`src/rtl/path_run_sequencer.sv`:
```
// path_run_sequencer: top-level run controller for the path-counting engine.
// Issues one engine run (Part 1: you->out) or six segment runs (Part 2) and
// combines the returned counts into
//   part2 = svr->fft * fft->dac * dac->out + svr->dac * dac->fft * fft->out.
// Optional feature macro: SEG_SKIP_ZERO_EN -- when defined, a zero count in
// the middle of a Part 2 chain ends that chain early without launching its
// remaining segments. The answer is identical either way.
module path_run_sequencer #(
  parameter int PARAM_NODE_IDX_WIDTH  = 10,
  parameter int PARAM_ACCUM_VAL_WIDTH = 24,
  parameter int PARAM_PROD_VAL_WIDTH  = 49
) (
  input  logic                             clk,
  input  logic                             rst,
  input  logic                             part_sel,
  input  logic                             start_run,
  input  logic [PARAM_NODE_IDX_WIDTH-1:0]  cfg_you_idx,
  input  logic [PARAM_NODE_IDX_WIDTH-1:0]  cfg_svr_idx,
  input  logic [PARAM_NODE_IDX_WIDTH-1:0]  cfg_out_idx,
  input  logic [PARAM_NODE_IDX_WIDTH-1:0]  cfg_dac_idx,
  input  logic [PARAM_NODE_IDX_WIDTH-1:0]  cfg_fft_idx,
  output logic                             eng_start,
  output logic [PARAM_NODE_IDX_WIDTH-1:0]  eng_src_idx,
  output logic [PARAM_NODE_IDX_WIDTH-1:0]  eng_dst_idx,
  input  logic                             eng_done,
  input  logic [PARAM_ACCUM_VAL_WIDTH-1:0] eng_count,
  output logic                             busy,
  output logic [PARAM_ACCUM_VAL_WIDTH-1:0] part1_ans,
  output logic [PARAM_PROD_VAL_WIDTH-1:0]  part2_ans,
  output logic                             done_reg
);

  localparam int NW = PARAM_NODE_IDX_WIDTH;
  localparam int AW = PARAM_ACCUM_VAL_WIDTH;
  localparam int PW = PARAM_PROD_VAL_WIDTH;

  typedef enum logic [2:0] {
    S_IDLE,
    S_LAUNCH,
    S_WAIT,
    S_MUL,
    S_ACC,
    S_DONE
  } state_t;

  state_t         state;
  logic           part_q;     // latched part: 0 = Part 1, 1 = Part 2
  logic [2:0]     seg;        // current segment index
  logic [AW-1:0]  count_q;    // engine count captured on eng_done
  logic [PW-1:0]  prod;       // running product of the current chain
  logic [PW-1:0]  sum;        // sum of completed chains
  logic [PW-1:0]  mul_res;

  // Segment table: source node for a given part/segment.
  function automatic logic [NW-1:0] seg_src(input logic p, input logic [2:0] s);
    if (!p) return cfg_you_idx;
    case (s)
      3'd0:    return cfg_svr_idx;
      3'd1:    return cfg_fft_idx;
      3'd2:    return cfg_dac_idx;
      3'd3:    return cfg_svr_idx;
      3'd4:    return cfg_dac_idx;
      default: return cfg_fft_idx;
    endcase
  endfunction

  // Segment table: destination node for a given part/segment.
  function automatic logic [NW-1:0] seg_dst(input logic p, input logic [2:0] s);
    if (!p) return cfg_out_idx;
    case (s)
      3'd0:    return cfg_fft_idx;
      3'd1:    return cfg_dac_idx;
      3'd2:    return cfg_out_idx;
      3'd3:    return cfg_dac_idx;
      3'd4:    return cfg_fft_idx;
      default: return cfg_out_idx;
    endcase
  endfunction

  // Single shared multiplier, product truncated to the product width.
  always_comb mul_res = prod * {{(PW-AW){1'b0}}, count_q};

  // Run controller: sequences segments and owns every registered output.
  // NOTE: all state here uses non-blocking assignments so every register
  // sees the pre-edge value of the others, whatever the statement order.
  always_ff @(posedge clk or posedge rst) begin
    if (rst) begin
      state       <= S_IDLE;
      part_q      <= 1'b0;
      seg         <= 3'd0;
      count_q     <= '0;
      prod        <= {{(PW-1){1'b0}}, 1'b1};
      sum         <= '0;
      eng_start   <= 1'b0;
      eng_src_idx <= '0;
      eng_dst_idx <= '0;
      busy        <= 1'b0;
      part1_ans   <= '0;
      part2_ans   <= '0;
      done_reg    <= 1'b0;
    end else begin
      eng_start <= 1'b0;
      case (state)
        S_IDLE, S_DONE: begin
          if (start_run) begin
            part_q      <= part_sel;
            prod        <= {{(PW-1){1'b0}}, 1'b1};
            sum         <= '0;
            seg         <= 3'd0;
            done_reg    <= 1'b0;
            busy        <= 1'b1;
            eng_start   <= 1'b1;
            eng_src_idx <= seg_src(part_sel, 3'd0);
            eng_dst_idx <= seg_dst(part_sel, 3'd0);
            state       <= S_LAUNCH;
          end
        end
        S_LAUNCH: state <= S_WAIT;
        S_WAIT: begin
          if (eng_done) begin
            count_q <= eng_count;
            state   <= S_MUL;
          end
        end
        S_MUL: begin
          prod <= mul_res;
          if (!part_q) begin
            part1_ans <= count_q;
            busy      <= 1'b0;
            done_reg  <= 1'b1;
            state     <= S_DONE;
          end else if (seg == 3'd2 || seg == 3'd5) begin
            state <= S_ACC;
`ifdef SEG_SKIP_ZERO_EN
          end else if (count_q == '0) begin
            // A zero factor kills the chain; jump to its accumulate step.
            prod  <= '0;
            seg   <= (seg < 3'd3) ? 3'd2 : 3'd5;
            state <= S_ACC;
`endif
          end else begin
            seg         <= seg + 3'd1;
            eng_start   <= 1'b1;
            eng_src_idx <= seg_src(1'b1, seg + 3'd1);
            eng_dst_idx <= seg_dst(1'b1, seg + 3'd1);
            state       <= S_LAUNCH;
          end
        end
        S_ACC: begin
          sum  <= sum + prod;
          prod <= {{(PW-1){1'b0}}, 1'b1};
          if (seg == 3'd2) begin
            seg         <= 3'd3;
            eng_start   <= 1'b1;
            eng_src_idx <= seg_src(1'b1, 3'd3);
            eng_dst_idx <= seg_dst(1'b1, 3'd3);
            state       <= S_LAUNCH;
          end else begin
            part2_ans <= sum + prod;
            busy      <= 1'b0;
            done_reg  <= 1'b1;
            state     <= S_DONE;
          end
        end
        default: state <= S_IDLE;
      endcase
    end
  end

endmodule

```
`config.mk`:
```
export PLATFORM = sky130hd
export DESIGN_NAME = path_run_sequencer
export DESIGN_NICKNAME = d
export VERILOG_FILES = /design/src/rtl/path_run_sequencer.sv
export SDC_FILE = /design/constraint.sdc
export NUM_CORES = 2
export LEC_CHECK = 0
export CAP_MARGIN = 15
export CORE_ASPECT_RATIO = 1.1
export CORE_MARGIN = 2
export CORE_UTILIZATION = 55
export CTS_BUF_LIST = sky130_fd_sc_hd__clkbuf_4
export DETAILED_ROUTE_END_ITERATION = 10
export PLACE_DENSITY = 0.74
export SLEW_MARGIN = 40
export SYNTH_ARGS = -nofsm -noshare
export SYNTH_HDL_FRONTEND = slang
export SYNTH_SLANG_ARGS = --single-unit
```
`constraint.sdc`:
```
create_clock -name clk -period 9.8 [get_ports clk]
set_input_delay 1.96 -clock clk [delete_from_list [all_inputs] [get_ports clk]]
set_output_delay 1.96 -clock clk [all_outputs]
set_load 0.03 [all_outputs]
```
* Word-level counts from Yosys, hierarchy flattened
Index checks and enable logic that the tools add are counted.
** Operators by class
- Multipliers :: 1
- $add $sub $neg :: 2
- Bitwise gates (word level) :: 2
- Reductions and logical operators :: 19
- Multiplexer cells :: 47
- Equality and inequality tests :: 18
** Operator list (number)
- case mux 49 bit (3 select lines) :: 1
- 2-to-1 mux 10 bit :: 12
- 2-to-1 mux 49 bit :: 2
- case mux 49 bit (2 select lines) :: 1
- case mux 10 bit (3 select lines) :: 2
- adder 49 bit :: 1
- multiplier 49 x 24 -> 49 bit :: 1
- case mux 10 bit (2 select lines) :: 2
- 2-to-1 mux 3 bit :: 9
- == test 3 x 2 -> 1 bit, second input constant :: 5
- case mux 3 bit (5 select lines) :: 1
- != test 2 bit, second input constant :: 7
- AND reduction 2 bit :: 7
- 2-to-1 mux 1 bit :: 13
- == test 3 bit, second input constant :: 4
- OR reduction 2 bit :: 5
- case mux 1 bit (3 select lines) :: 3
- case mux 3 bit (3 select lines) :: 1
- == test 3 x 1 -> 1 bit, second input constant :: 2
- zero test 3 bit :: 2
- AND reduction 5 bit :: 1
- AND reduction 4 bit :: 1
- adder 3 x 1 -> 3 bit, second input constant :: 1
- nonzero test 3 bit :: 1
- other kinds (3) :: 4
** Word-level totals
- Logic and storage cells :: 102
- Input port bits :: 79
- Flip-flop bits (word level) :: 225

* Longest topological paths before layout
- Depth in word-level cells :: 7
- Mapped depth :: 28
- Mapped depth without buffers :: 26

* Worst setup path after synthesis
Ideal clock, no wire load.
- Path type :: register -> register
- Start :: reg prod[30]
- End :: reg prod[42]
- Data required time :: 9678 ps
- Stages on the path, launching flop included :: 27
- Setup slack :: 2580 ps
- Period minus slack after synthesis :: 7220 ps
- Arrival time :: 7099 ps
- Path through :: dfrtp_1 clkbuf_1 clkbuf_1 nand2_1 fa_1 inv_1 fa_1 fa_1 inv_1 fa_1 inv_1 fa_1 fa_1 inv_1 fa_1 inv_1 ha_1 a21o_1 a21o_1 a21o_1 a221o_1 or3_1 o221a_2 o211ai_2 a21boi_1 or3_1 a32o_1
** On the way
- Word-level cells in the longest chain between the ends :: 2
** RTL lines
- start, declared :: RTL line 50 : logic [PW-1:0] prod;
- start signal, assigned :: RTL line 92 : prod <= {{(PW-1){1'b0}}, 1'b1};
- start signal, assigned :: RTL line 107 : prod <= {{(PW-1){1'b0}}, 1'b1};
- start signal, assigned :: RTL line 126 : prod <= mul_res;
- multiplier 49 x 24 -> 49 bit :: RTL line 81 : always_comb mul_res = prod * {{(PW-AW){1'b0}}, count_q};
- case mux 49 bit (3 select lines) :: RTL line 103 : case (state)
No other way between the ends.
A chain may end at the register's enable or synchronous reset.

* Worst setup path in the final report
- Start :: reg count_q[0]
- End :: reg prod[45]
** On the way
- Word-level cells in the longest chain between the ends :: 2
** RTL lines
- start, declared :: RTL line 49 : logic [AW-1:0] count_q;
- start signal, assigned :: RTL line 121 : count_q <= eng_count;
- multiplier 49 x 24 -> 49 bit :: RTL line 81
- case mux 49 bit (3 select lines) :: RTL line 103
No other way between the ends.

==> impl_metrics.yaml <==
die:
  die_area_um2: 71200
  io_pins: 175
  start_util: 0.553
  die_h_um: 280
  core_um2: 68700
  rows: 101
  die_w_um: 255
yosys:
  synth_flop_cell: "dfrtp_1"
  synth-seq-area-share: 0.148
  synthCells: 4211
  syn_area_um2: 38000
  synthArstFlopShare: 1.00
  synth_nets: 5217
  synth_edf_count: 0
  synth_cell_types: 71
  ys_seq_elements: 225
  synth_warnings: 0
  syn_area_per_cell_um2: 9.02
setup_path:
  cp.required_ps: 10570
  worst-setup-path-type: "reg2reg"
  end_kind: "flop"
  reg2regPathDepth: 26
  crit_path_start_kind: "flop"
  worstPathArrival_ps: 8810
  worst-path-max-fanout: 23
layout:
  layout.cells.non_filler: 5253
  fill_cells: 5989
  final_util: 0.602
  reg_top3: "part2_ans x49, prod x49, sum x49"
  syn2layout_area_growth_pct: 8.93
  final_nets: 5287
  layout-drive-gt1-share: 0.0608
timing:
  finalHoldViolations: 0
  slew_headroom: 0.377
  layout_min_cycle_time_ps: 8040
  tightest_slew_ps: 935
  rsz0062_at_grt: "no"
  setup_viol: 0
  finalCritPeriodShare: 0.820
  final_max_slew_viol_count: 0
  tns_ps: 0
  finClkSkew_ps: 62.9
  layout_setup_ws_ps: 1760
  fmax_mhz: 124
routing:
  drc: 0
  drt_iter0_drc: 2043
  vias_per_cell: 5.72
  first_pass_iters: 8
  routedWlPerCell_um: 21.4
  vias: 30000
  wirelength_um: 113000
  postRouteAntennaNets: 0
clock_network:
  hold_buffers: 0
  ctsResizeCount: 0
  post_cts_buffers: 0
  htree_levels: 2
  cts_tree: "built"
  clock-sinks: 225
  cts_made_buffers: 59
  clk_latency_ps: 840
  clk_path_buf_depth: 3
  path_clk_slew_ps: 80
  root_buffer: "clkbuf_4"
global_route:
  antenna_found_initial: 2
  grt_max_degree: 110
  grt_pass1_vias: 32500
  grt_overflow: 0
  grt_first_pass_wirelength_um: 178000
  track_usage: 0.329
job:
  maxCapViolations: 0
run_status:
  status: "finished clean"
place:
  preCtsSetupSlack_ps: 1840
  dp_hpwl_um: 86100
  dp.cells: 5147
  io_buffers: 174
  place_congestion: 0.957
worst_hold_path:
  hp-class: "reg2reg"
  holdPathStages: 2
[layer usage]
| metal | vias to the layer above | global-route usage | share of wire |
|---|---|---|---|
| met5 | - | 0 | 0.00011 |
| met4 | 2 | 0.213 | 0.077 |
| met3 | 502 | 0.0579 | 0.078 |
| met2 | 1460 | 0.563 | 0.49 |
| met1 | 15300 | 0.380 | 0.35 |
| li1 | 12800 | - | - |
[placed cells by master, fill, tap and decap left out, types with 81 or more instances in the layout]
master / synthesis / final
and2_1: 384 / 384
ha_1: 163 / 163
clkdlybuf4s50_1: 0 / 174
fa_1: 764 / 764
clkbuf_4: 0 / 82
xnor2_1: 81 / 81
inv_1: 843 / 842
nand2_1: 749 / 747
dfrtp_1: 224 / 207
a21oi_1: 111 / 111
o21ai_0: 135 / 135
[metrics by stage]
step / cell area (um2) / hold slack [ps]
floorplan: 38000 / 453
global placement: 40600 / 459
detailed placement: 40700 / 469
CTS: 41400 / 488
global route: 41400 / 502
finish: 41400 / 482
[path summary, 6_finish.rpt]
check	end	slack, ps	start
worst max-delay path	prod[45]	1760	count_q[0]
worst min-delay path	eng_dst_idx[5]	480	eng_dst_idx[5]
worst max register to register	prod[45]	1760	count_q[0]
worst min register to register	eng_dst_idx[5]	480	eng_dst_idx[5]
max in group asynchronous	prod[34]	7010	rst
min in group asynchronous	sum[37]	1650	rst
[area by class of cell]
class	instances	area, um2	share of cell area
multi-input combinational	2906	28400	0.685
sequential	225	5660	0.137
inverter	843	3180	0.0768
timing repair buffer	246	2320	0.0561
tap	927	1160	0.0280
clock buffer	82	616	0.0149
clock inverter	22	98.8	0.00239
antenna	2	5.00	0.000121
[cells by family after synthesis]
logic type,Yosys count,share of synthesized area
buffers and inverters,1080,0.107
and+or+nand+nor,1329,0.164
AOI/OAI and AO/OA,468,0.0789
xor gates and xnor gates,126,0.0290
adders and majority gates,927,0.456
DFF,225,0.148
muxes,56,0.0166
[Yosys cell counts (all sizes together) (9+ instances only)]
library cell,instances,area [um2]
nand3,52,260
a21o,40,302
clkbuf,228,856
and2,384,2400
xor2,45,394
a221oi,13,114
o31ai,15,113
fa,764,15300
nand4,10,62.6
a222oi,10,100
a22o,28,245
nor3,19,95.1
xnor2,81,709
and3,10,63.8
nor2,53,199
ha,163,2040
mux2,55,619
a211oi,11,87.6
o22ai,17,106
nor2b,9,56.3
nand2b,16,100
a31oi,15,100
buf,9,33.8
o21bai,10,75.1
inv,843,3160
o21ai,139,699
dfrtp,224,5610
a21oi,111,556
o21a,13,97.6
nand2,749,2810
[worst max-delay path: stages (launching register included)]
cell	delay [ps]
dfrtp_1	810
buf_4	380
and2_1	200
fa_1	440
fa_1	560
inv_1	60
fa_1	520
inv_1	50
fa_1	490
inv_1	50
fa_1	540
inv_1	50
fa_1	480
inv_1	50
fa_1	480
inv_1	50
ha_1	340
a21oi_1	180
o21ai_0	140
a22oi_1	280
a31oi_2	220
o21a_1	280
o31ai_1	490
a21oi_1	220
a21o_1	250
a41oi_1	230
a211o_1	120
Power is not shown: default switching activity piles up to over one toggle a cycle in this logic, so the estimate is an artifact.
